===== config.mk =====
export PLATFORM = sky130hd
export DESIGN_NAME = instr_sequencer
export DESIGN_NICKNAME = d
export VERILOG_FILES = /design/src/rtl/seq_pkg.sv /design/src/rtl/seq_decode.sv /design/src/rtl/instr_sequencer.sv
export SDC_FILE = /design/constraint.sdc
export NUM_CORES = 1
export LEC_CHECK = 0
export CELL_PAD_IN_SITES_DETAIL_PLACEMENT = 2
export CELL_PAD_IN_SITES_GLOBAL_PLACEMENT = 2
export CORE_MARGIN = 2
export CORE_UTILIZATION = 21
export DETAILED_ROUTE_END_ITERATION = 8
export GPL_TIMING_DRIVEN = 0
export PLACE_DENSITY = 0.85
export SLEW_MARGIN = 20
export SYNTH_ARGS = -nofsm -noshare
export SYNTH_HDL_FRONTEND = slang
export SYNTH_SLANG_ARGS = --single-unit

===== constraint.sdc =====
create_clock -name clock -period 5.35 [get_ports clock]
set_clock_uncertainty 0.15 [all_clocks]
set_input_delay 0.8025 -clock clock [delete_from_list [all_inputs] [get_ports clock]]
set_output_delay 0.8025 -clock clock [all_outputs]
set_load 0.01 [all_outputs]

===== src/rtl/seq_pkg.sv =====
// Shared types and constants for the instruction sequencer: opcodes, ALU codes,
// step encoding, instruction classes and the packed control word.
package seq_pkg;

  localparam int OPW = 5;

  localparam logic [4:0] ALU_ADD     = 5'd0;
  localparam logic [4:0] ALU_AND     = 5'd2;
  localparam logic [4:0] ALU_OR      = 5'd3;
  localparam logic [4:0] PC_INC_CODE = 5'd31;

  localparam logic [OPW-1:0] OP_ADD  = 5'd0,  OP_SUB  = 5'd1,  OP_AND  = 5'd2,  OP_OR   = 5'd3;
  localparam logic [OPW-1:0] OP_SHR  = 5'd4,  OP_SHRA = 5'd5,  OP_SHL  = 5'd6,  OP_ROR  = 5'd7;
  localparam logic [OPW-1:0] OP_ROL  = 5'd8,  OP_MUL  = 5'd9,  OP_DIV  = 5'd10, OP_NEG  = 5'd11;
  localparam logic [OPW-1:0] OP_NOT  = 5'd12, OP_ADDI = 5'd13, OP_ANDI = 5'd14, OP_ORI  = 5'd15;
  localparam logic [OPW-1:0] OP_LD   = 5'd16, OP_LDI  = 5'd17, OP_ST   = 5'd18, OP_BR   = 5'd19;
  localparam logic [OPW-1:0] OP_JR   = 5'd20, OP_IN   = 5'd21, OP_OUT  = 5'd22, OP_MFHI = 5'd23;
  localparam logic [OPW-1:0] OP_MFLO = 5'd24, OP_NOP  = 5'd25, OP_HALT = 5'd26;

  typedef enum logic [3:0] {
    S_T0 = 4'd0, S_T1 = 4'd1, S_T2 = 4'd2, S_T3 = 4'd3,
    S_T4 = 4'd4, S_T5 = 4'd5, S_T6 = 4'd6, S_T7 = 4'd7,
    S_HALT = 4'd8, S_PAUSE = 4'd9
  } state_t;

  typedef enum logic [3:0] {
    IC_ALU, IC_MULDIV, IC_UNARY, IC_IMM, IC_LD, IC_LDI, IC_ST, IC_BR,
    IC_JR, IC_IN, IC_OUT, IC_MFHI, IC_MFLO, IC_NOP, IC_HALT
  } iclass_t;

  typedef struct packed {
    logic gra, grb, grc, rIn, rOut, baOut;
    logic hiIn, loIn, zIn, pcIn, mdrIn, marIn, yIn, oportIn, irIn;
    logic hiOut, loOut, zhiOut, zloOut, pcOut, mdrOut, iportOut, cOut;
    logic conIn, read, write;
    logic [4:0] aluCode;
  } ctrl_t;

endpackage


===== src/rtl/seq_decode.sv =====
// Opcode to instruction class and final execute step; purely combinational.
module seq_decode
  import seq_pkg::*;
(
  input  logic [OPW-1:0] opcode,
  output iclass_t        iClass,
  output state_t         lastStep
);

  always_comb begin
    iClass   = IC_NOP;
    lastStep = S_T2;
    case (opcode)
      OP_ADD, OP_SUB, OP_AND, OP_OR, OP_SHR, OP_SHRA, OP_SHL, OP_ROR, OP_ROL: begin
        iClass = IC_ALU; lastStep = S_T5;
      end
      OP_MUL, OP_DIV:             begin iClass = IC_MULDIV; lastStep = S_T6; end
      OP_NEG, OP_NOT:             begin iClass = IC_UNARY;  lastStep = S_T4; end
      OP_ADDI, OP_ANDI, OP_ORI:   begin iClass = IC_IMM;    lastStep = S_T5; end
      OP_LD:                      begin iClass = IC_LD;     lastStep = S_T7; end
      OP_LDI:                     begin iClass = IC_LDI;    lastStep = S_T5; end
      OP_ST:                      begin iClass = IC_ST;     lastStep = S_T7; end
      OP_BR:                      begin iClass = IC_BR;     lastStep = S_T6; end
      OP_JR:                      begin iClass = IC_JR;     lastStep = S_T3; end
      OP_IN:                      begin iClass = IC_IN;     lastStep = S_T3; end
      OP_OUT:                     begin iClass = IC_OUT;    lastStep = S_T3; end
      OP_MFHI:                    begin iClass = IC_MFHI;   lastStep = S_T3; end
      OP_MFLO:                    begin iClass = IC_MFLO;   lastStep = S_T3; end
      OP_HALT:                    begin iClass = IC_HALT;   lastStep = S_T2; end
      default:                    begin iClass = IC_NOP;    lastStep = S_T2; end
    endcase
  end

endmodule


===== src/rtl/instr_sequencer.sv =====
// Multi-cycle control-step sequencer: fetch T0-T2, execute T3-T7, HALT; memory steps wait on mem_ready.
// Optional single-step PAUSE state is built when SEQ_STEP_EN is defined.
module instr_sequencer
  import seq_pkg::*;
(
  input  logic       clock,
  input  logic       clear,
`ifdef SEQ_STEP_EN
  input  logic       step_mode,
  input  logic       step,
`endif
  input  logic [31:0] ir,
  input  logic       con_ff,
  input  logic       mem_ready,
  input  logic       stop,
  output logic       gra, grb, grc, r_in, r_out, ba_out,
  output logic       hi_in, lo_in, z_in, pc_in, mdr_in, mar_in, y_in, oport_in, ir_in,
  output logic       hi_out, lo_out, zhi_out, zlo_out, pc_out, mdr_out, iport_out, c_out,
  output logic       con_in, read, write,
  output logic [4:0] alu_code,
  output logic       run,
  output logic [3:0] t_state
);

  state_t          state, stateNext, lastStep, boundaryNext;
  iclass_t         iClass;
  ctrl_t           ctrl;
  logic [OPW-1:0]  opcode;
  logic [4:0]      immAlu;
  logic            memWait;
  logic            unusedIr;

  assign opcode   = ir[31:27];
  assign unusedIr = ^ir[26:0];   // operand fields are consumed by the register select block
  assign immAlu   = (opcode == OP_ANDI) ? ALU_AND : (opcode == OP_ORI) ? ALU_OR : ALU_ADD;

  seq_decode uDecode (.opcode(opcode), .iClass(iClass), .lastStep(lastStep));

  always_ff @(posedge clock) begin
    if (clear) state <= S_T0;
    else       state <= stateNext;
  end

  assign memWait = (state == S_T1) || (state == S_T6 && iClass == IC_LD) ||
                   (state == S_T7 && iClass == IC_ST);

  always_comb begin
    boundaryNext = S_T0;
    if (stop || iClass == IC_HALT) boundaryNext = S_HALT;
`ifdef SEQ_STEP_EN
    else if (step_mode)            boundaryNext = S_PAUSE;
`endif
  end

  always_comb begin
    stateNext = S_T0;
    case (state)
      S_T0, S_T1, S_T2, S_T3, S_T4, S_T5, S_T6, S_T7: begin
        if (memWait && !mem_ready) stateNext = state;
        else if (state == lastStep) stateNext = boundaryNext;
        else                        stateNext = state_t'(state + 4'd1);
      end
      S_HALT:  stateNext = S_HALT;
`ifdef SEQ_STEP_EN
      S_PAUSE: stateNext = stop ? S_HALT : (step ? S_T0 : S_PAUSE);
`endif
      default: stateNext = S_T0;
    endcase
  end

  always_comb begin
    ctrl = '0;
    if (!clear) begin
      case (state)
        S_T0: begin ctrl.pcOut = 1'b1; ctrl.marIn = 1'b1; ctrl.zIn = 1'b1; ctrl.aluCode = PC_INC_CODE; end
        S_T1: begin ctrl.zloOut = 1'b1; ctrl.pcIn = 1'b1; ctrl.read = 1'b1; ctrl.mdrIn = 1'b1; end
        S_T2: begin ctrl.mdrOut = 1'b1; ctrl.irIn = 1'b1; end
        S_T3: case (iClass)
          IC_ALU, IC_IMM:        begin ctrl.grb = 1'b1; ctrl.rOut = 1'b1; ctrl.yIn = 1'b1; end
          IC_LD, IC_LDI, IC_ST:  begin ctrl.grb = 1'b1; ctrl.baOut = 1'b1; ctrl.yIn = 1'b1; end
          IC_MULDIV:             begin ctrl.gra = 1'b1; ctrl.rOut = 1'b1; ctrl.yIn = 1'b1; end
          IC_UNARY: begin ctrl.grb = 1'b1; ctrl.rOut = 1'b1; ctrl.zIn = 1'b1; ctrl.aluCode = opcode; end
          IC_BR:    begin ctrl.gra = 1'b1; ctrl.rOut = 1'b1; ctrl.conIn = 1'b1; end
          IC_JR:    begin ctrl.gra = 1'b1; ctrl.rOut = 1'b1; ctrl.pcIn = 1'b1; end
          IC_IN:    begin ctrl.iportOut = 1'b1; ctrl.gra = 1'b1; ctrl.rIn = 1'b1; end
          IC_OUT:   begin ctrl.gra = 1'b1; ctrl.rOut = 1'b1; ctrl.oportIn = 1'b1; end
          IC_MFHI:  begin ctrl.hiOut = 1'b1; ctrl.gra = 1'b1; ctrl.rIn = 1'b1; end
          IC_MFLO:  begin ctrl.loOut = 1'b1; ctrl.gra = 1'b1; ctrl.rIn = 1'b1; end
          default: ;
        endcase
        S_T4: case (iClass)
          IC_ALU:    begin ctrl.grc = 1'b1; ctrl.rOut = 1'b1; ctrl.zIn = 1'b1; ctrl.aluCode = opcode; end
          IC_MULDIV: begin ctrl.grb = 1'b1; ctrl.rOut = 1'b1; ctrl.zIn = 1'b1; ctrl.aluCode = opcode; end
          IC_UNARY:  begin ctrl.zloOut = 1'b1; ctrl.gra = 1'b1; ctrl.rIn = 1'b1; end
          IC_IMM:    begin ctrl.cOut = 1'b1; ctrl.zIn = 1'b1; ctrl.aluCode = immAlu; end
          IC_LD, IC_LDI, IC_ST: begin ctrl.cOut = 1'b1; ctrl.zIn = 1'b1; ctrl.aluCode = ALU_ADD; end
          IC_BR:     begin ctrl.pcOut = 1'b1; ctrl.yIn = 1'b1; end
          default: ;
        endcase
        S_T5: case (iClass)
          IC_ALU, IC_IMM, IC_LDI: begin ctrl.zloOut = 1'b1; ctrl.gra = 1'b1; ctrl.rIn = 1'b1; end
          IC_MULDIV:   begin ctrl.zloOut = 1'b1; ctrl.loIn = 1'b1; end
          IC_LD, IC_ST: begin ctrl.zloOut = 1'b1; ctrl.marIn = 1'b1; end
          IC_BR:       begin ctrl.cOut = 1'b1; ctrl.zIn = 1'b1; ctrl.aluCode = ALU_ADD; end
          default: ;
        endcase
        S_T6: case (iClass)
          IC_MULDIV: begin ctrl.zhiOut = 1'b1; ctrl.hiIn = 1'b1; end
          IC_LD:     begin ctrl.read = 1'b1; ctrl.mdrIn = 1'b1; end
          IC_ST:     begin ctrl.gra = 1'b1; ctrl.rOut = 1'b1; ctrl.mdrIn = 1'b1; end
          IC_BR:     begin ctrl.zloOut = con_ff; ctrl.pcIn = con_ff; end
          default: ;
        endcase
        S_T7: case (iClass)
          IC_LD:   begin ctrl.mdrOut = 1'b1; ctrl.gra = 1'b1; ctrl.rIn = 1'b1; end
          IC_ST:   ctrl.write = 1'b1;
          default: ;
        endcase
        default: ;
      endcase
    end
  end

  assign {gra, grb, grc, r_in, r_out, ba_out}                               = {ctrl.gra, ctrl.grb, ctrl.grc, ctrl.rIn, ctrl.rOut, ctrl.baOut};
  assign {hi_in, lo_in, z_in, pc_in, mdr_in, mar_in, y_in, oport_in, ir_in} = {ctrl.hiIn, ctrl.loIn, ctrl.zIn, ctrl.pcIn, ctrl.mdrIn,
                                                                               ctrl.marIn, ctrl.yIn, ctrl.oportIn, ctrl.irIn};
  assign {hi_out, lo_out, zhi_out, zlo_out}                                 = {ctrl.hiOut, ctrl.loOut, ctrl.zhiOut, ctrl.zloOut};
  assign {pc_out, mdr_out, iport_out, c_out}                                = {ctrl.pcOut, ctrl.mdrOut, ctrl.iportOut, ctrl.cOut};
  assign {con_in, read, write}                                              = {ctrl.conIn, ctrl.read, ctrl.write};
  assign alu_code = ctrl.aluCode;
  assign run      = (state != S_HALT);
  assign t_state  = state;

endmodule

==> metrics.csv, run 1 <==
metric;value;unit
CP Class;in2out;
total number of vias;1769;
vias in the first global route;1931;
# rows;29;
Via density;5.31;
CP Launch Type;primary input;
Synthesized Nets;258;
layout net count;304;
Post-synth top cells;nand2_1 (27), nor2_1 (25), a21oi_1 (16), nor3_1 (11);
Pre-antenna DRT Iters;7;
RSZ-0062 raised after global routing;no;
# resized after CTS;0;
die area;7370;sq um
synthesized flop and latch total;4;
critical path startpoint;ir[27];
HP Start;t_state[1]$_SDFFE_PP0P_;
number of H-tree levels;1;
number of remaining DRC errors;4;
per-cell routed wire length;18.3;microns
Max-cap violations;0;
failing checks;design-rule violations;
global-route wire length before repair;10200;microns
RR Startpoint;t_state[0]$_SDFFE_PP0P_;
Arr. time, crit path;3.88;ns
EDFF count, synth;0;
Worst-path clk slew;0.03;ns
M2 GR Usage;0.296;
slew margin rel.;0.603;
endpoint type of the worst setup path;primary output;
Post-Route WL;6090;microns
GRT overflow;0;
post-DP HPWL;4870;microns
pre-CTS setup slack;0.515;ns
Post-Syn Instances;212;
I/O pin count;73;
RD Place Congestion;0.867;
GR Util met3;0.0125;
share of cells above drive strength 1;0.125;
period utilization;0.903;
hold_buf cts;0;
sequential area share after synthesis;0.0569;
diodes inserted;0;
DR iter-0 viols;136;
top-count cell post-synth;nand2_1;
actual slew at the worst max-slew pin;0.596;ns
largest net degree at the start of global routing;11;
top post-synthesis cells by area;ha_1 (8.0%), nand2_1 (7.2%), nor2_1 (6.7%);
outcome;finished, violations left;
leading area contributor after synthesis;ha_1;
core area;6420;sq um
CTS Buf Count;3;
Initial Util;0.219;
minimum clock period;4.83;ns
CTS Root Cell;clkbuf_8;
setup TNS;0;ns
final antenna-violating net count;0;
Final Hold Violating Endpoints;0;
worst path required time;4.40;ns
met1 Use GR;0.239;
worst-skew pair later-pin latency;0.22;ns
Mapped Area;1410;sq um
gr busiest metal;met2;
worst setup margin;0.517;ns
pwr/cell area;272;nW/um^2
Max Transition Viols Final;0;
Leakage;0.737;nW
initial antenna violation count;0;
fmax;207;MHz
async set-reset flop share out of synthesis;0;
Post-synth top flop;dfxtp_1;
Syn Area/Cell;6.63;sq um
die width;85.8;microns
Synth cell types;54;
Largest register FFs;4;
Hold Crit Class;reg2reg;
Worst VDD drop;0.0763;mV
crit-path max FO;10;
Total GRT Usage;0.172;
synth warn;0;
CTS tree;done;
Die H;85.8;microns
post-CTS setup buffers;0;
area share of the largest cell type after synthesis;0.0801;
# setup viols final;0;
Syn-to-layout area delta;39.0;%
CTS sink count;4;
PortBufs;41;
clk buf depth;2;
-- per-layer routing --
layer	up-vias	share of wire
met3	7	0.035
met5	-	0
li1	851	-
met1	867	0.47
met2	44	0.48
met4	0	0.0076
-- per-stage QoR --
| stage | power [mW] | util | hold slack, ns | area, sq um | std cells |
|---|---|---|---|---|---|
| after floorplan | 0.294 | - | 0.395 | 1410 | 212 |
| after global placement | 0.457 | 0.298 | 0.426 | 1910 | 330 |
| after detailed placement | 0.469 | 0.298 | 0.447 | 1910 | 330 |
| after CTS | 0.537 | 0.304 | 0.456 | 1950 | 333 |
| after global routing | 0.579 | 0.304 | 0.493 | 1950 | 333 |
| final | 0.532 | 0.304 | 0.450 | 1950 | 333 |
-- report_power, final --
group / internal [mW] / switching, mW / leakage (nW)
sequential: 0.0383 / 0.0164 / 0.0327
combinational: 0.181 / 0.233 / 0.683
clock: 0.0480 / 0.0157 / 0.0216
-- cell type report --
class                           instances  area, sq um
Tap cell                               77         96.3
Inverter                                9         33.8
Sequential cell                         4         80.1
Buffer                                 18          121
Clock buffer                            3         41.3
Fill cell                             779         4470
Multi-Input combinational cell        181         1170
Timing Repair Buffer                   41          410
-- cell families (layout without fill, tap and decap cells) --
kind of cell    after synthesis  after routing  share of synthesized area
simple gates                110            110                      0.428
mux                           5              5                     0.0436
fa+ha+maj                     9              9                     0.0801
compound gates               57             57                      0.281
flops                         4              4                     0.0569
buf+inv                      27             71                      0.110
-- cell usage in the layout, fill, tap and decap left out, types with 5 or more instances in the layout --
cell type        synthesis  routed
clkdlybuf4s50_1          0      41
nand2_1                 27      27
nor2_1                  25      25
a21oi_1                 16      16
nor3_1                  11      11
inv_1                    9       9
o21ai_0                  9       9
ha_1                     9       9
nand3_1                  8       8
clkbuf_1                 6       6
nor2b_1                  6       6
a31oi_1                  6       6
buf_2                    5       5
-- final timing paths --
kind,cells after the start,slack [ns],endpoint
hold / removal,2,0.45,t_state[1]$_SDFFE_PP0P_
setup / recovery,11,0.52,z_in
hold reg to reg,2,0.45,t_state[1]$_SDFFE_PP0P_
setup reg to reg,9,2.95,t_state[3]$_SDFFE_PP0P_
-- critical path, cell delays in order --
cell             delay, ns
clkdlybuf4s50_1       0.67
inv_1                 0.19
ha_1                  0.39
nand2b_4              0.09
o221a_2               0.28
buf_6                 0.14
nor2_2                0.14
and2_1                0.23
nand3_1               0.15
a31oi_1               0.22
clkdlybuf4s50_1       0.58
Note: power is estimated with default switching activity, not from simulation.
==> inputs of run 2 (changes only) <==
==> constraint.sdc (replaced) <==
create_clock -name clock -period 5.35 [get_ports clock]
set_clock_uncertainty 0.15 [all_clocks]
set_input_delay 0.8025 -clock clock [delete_from_list [all_inputs] [get_ports clock]]
set_output_delay 0.8025 -clock clock [all_outputs]
set_load 0.02 [all_outputs]
==> results of run 2 <==
Same layout as run 1 (identical final DEF). Status: finished, violations left: design-rule violations.
Main changes from that run: setup slack after placement 0.515 ns -> 0.447 ns; setup slack after layout 0.517 ns -> 0.449 ns; total power 0.532 mW -> 0.568 mW; worst IR drop on VDD 0.0763 mV -> 0.0820 mV
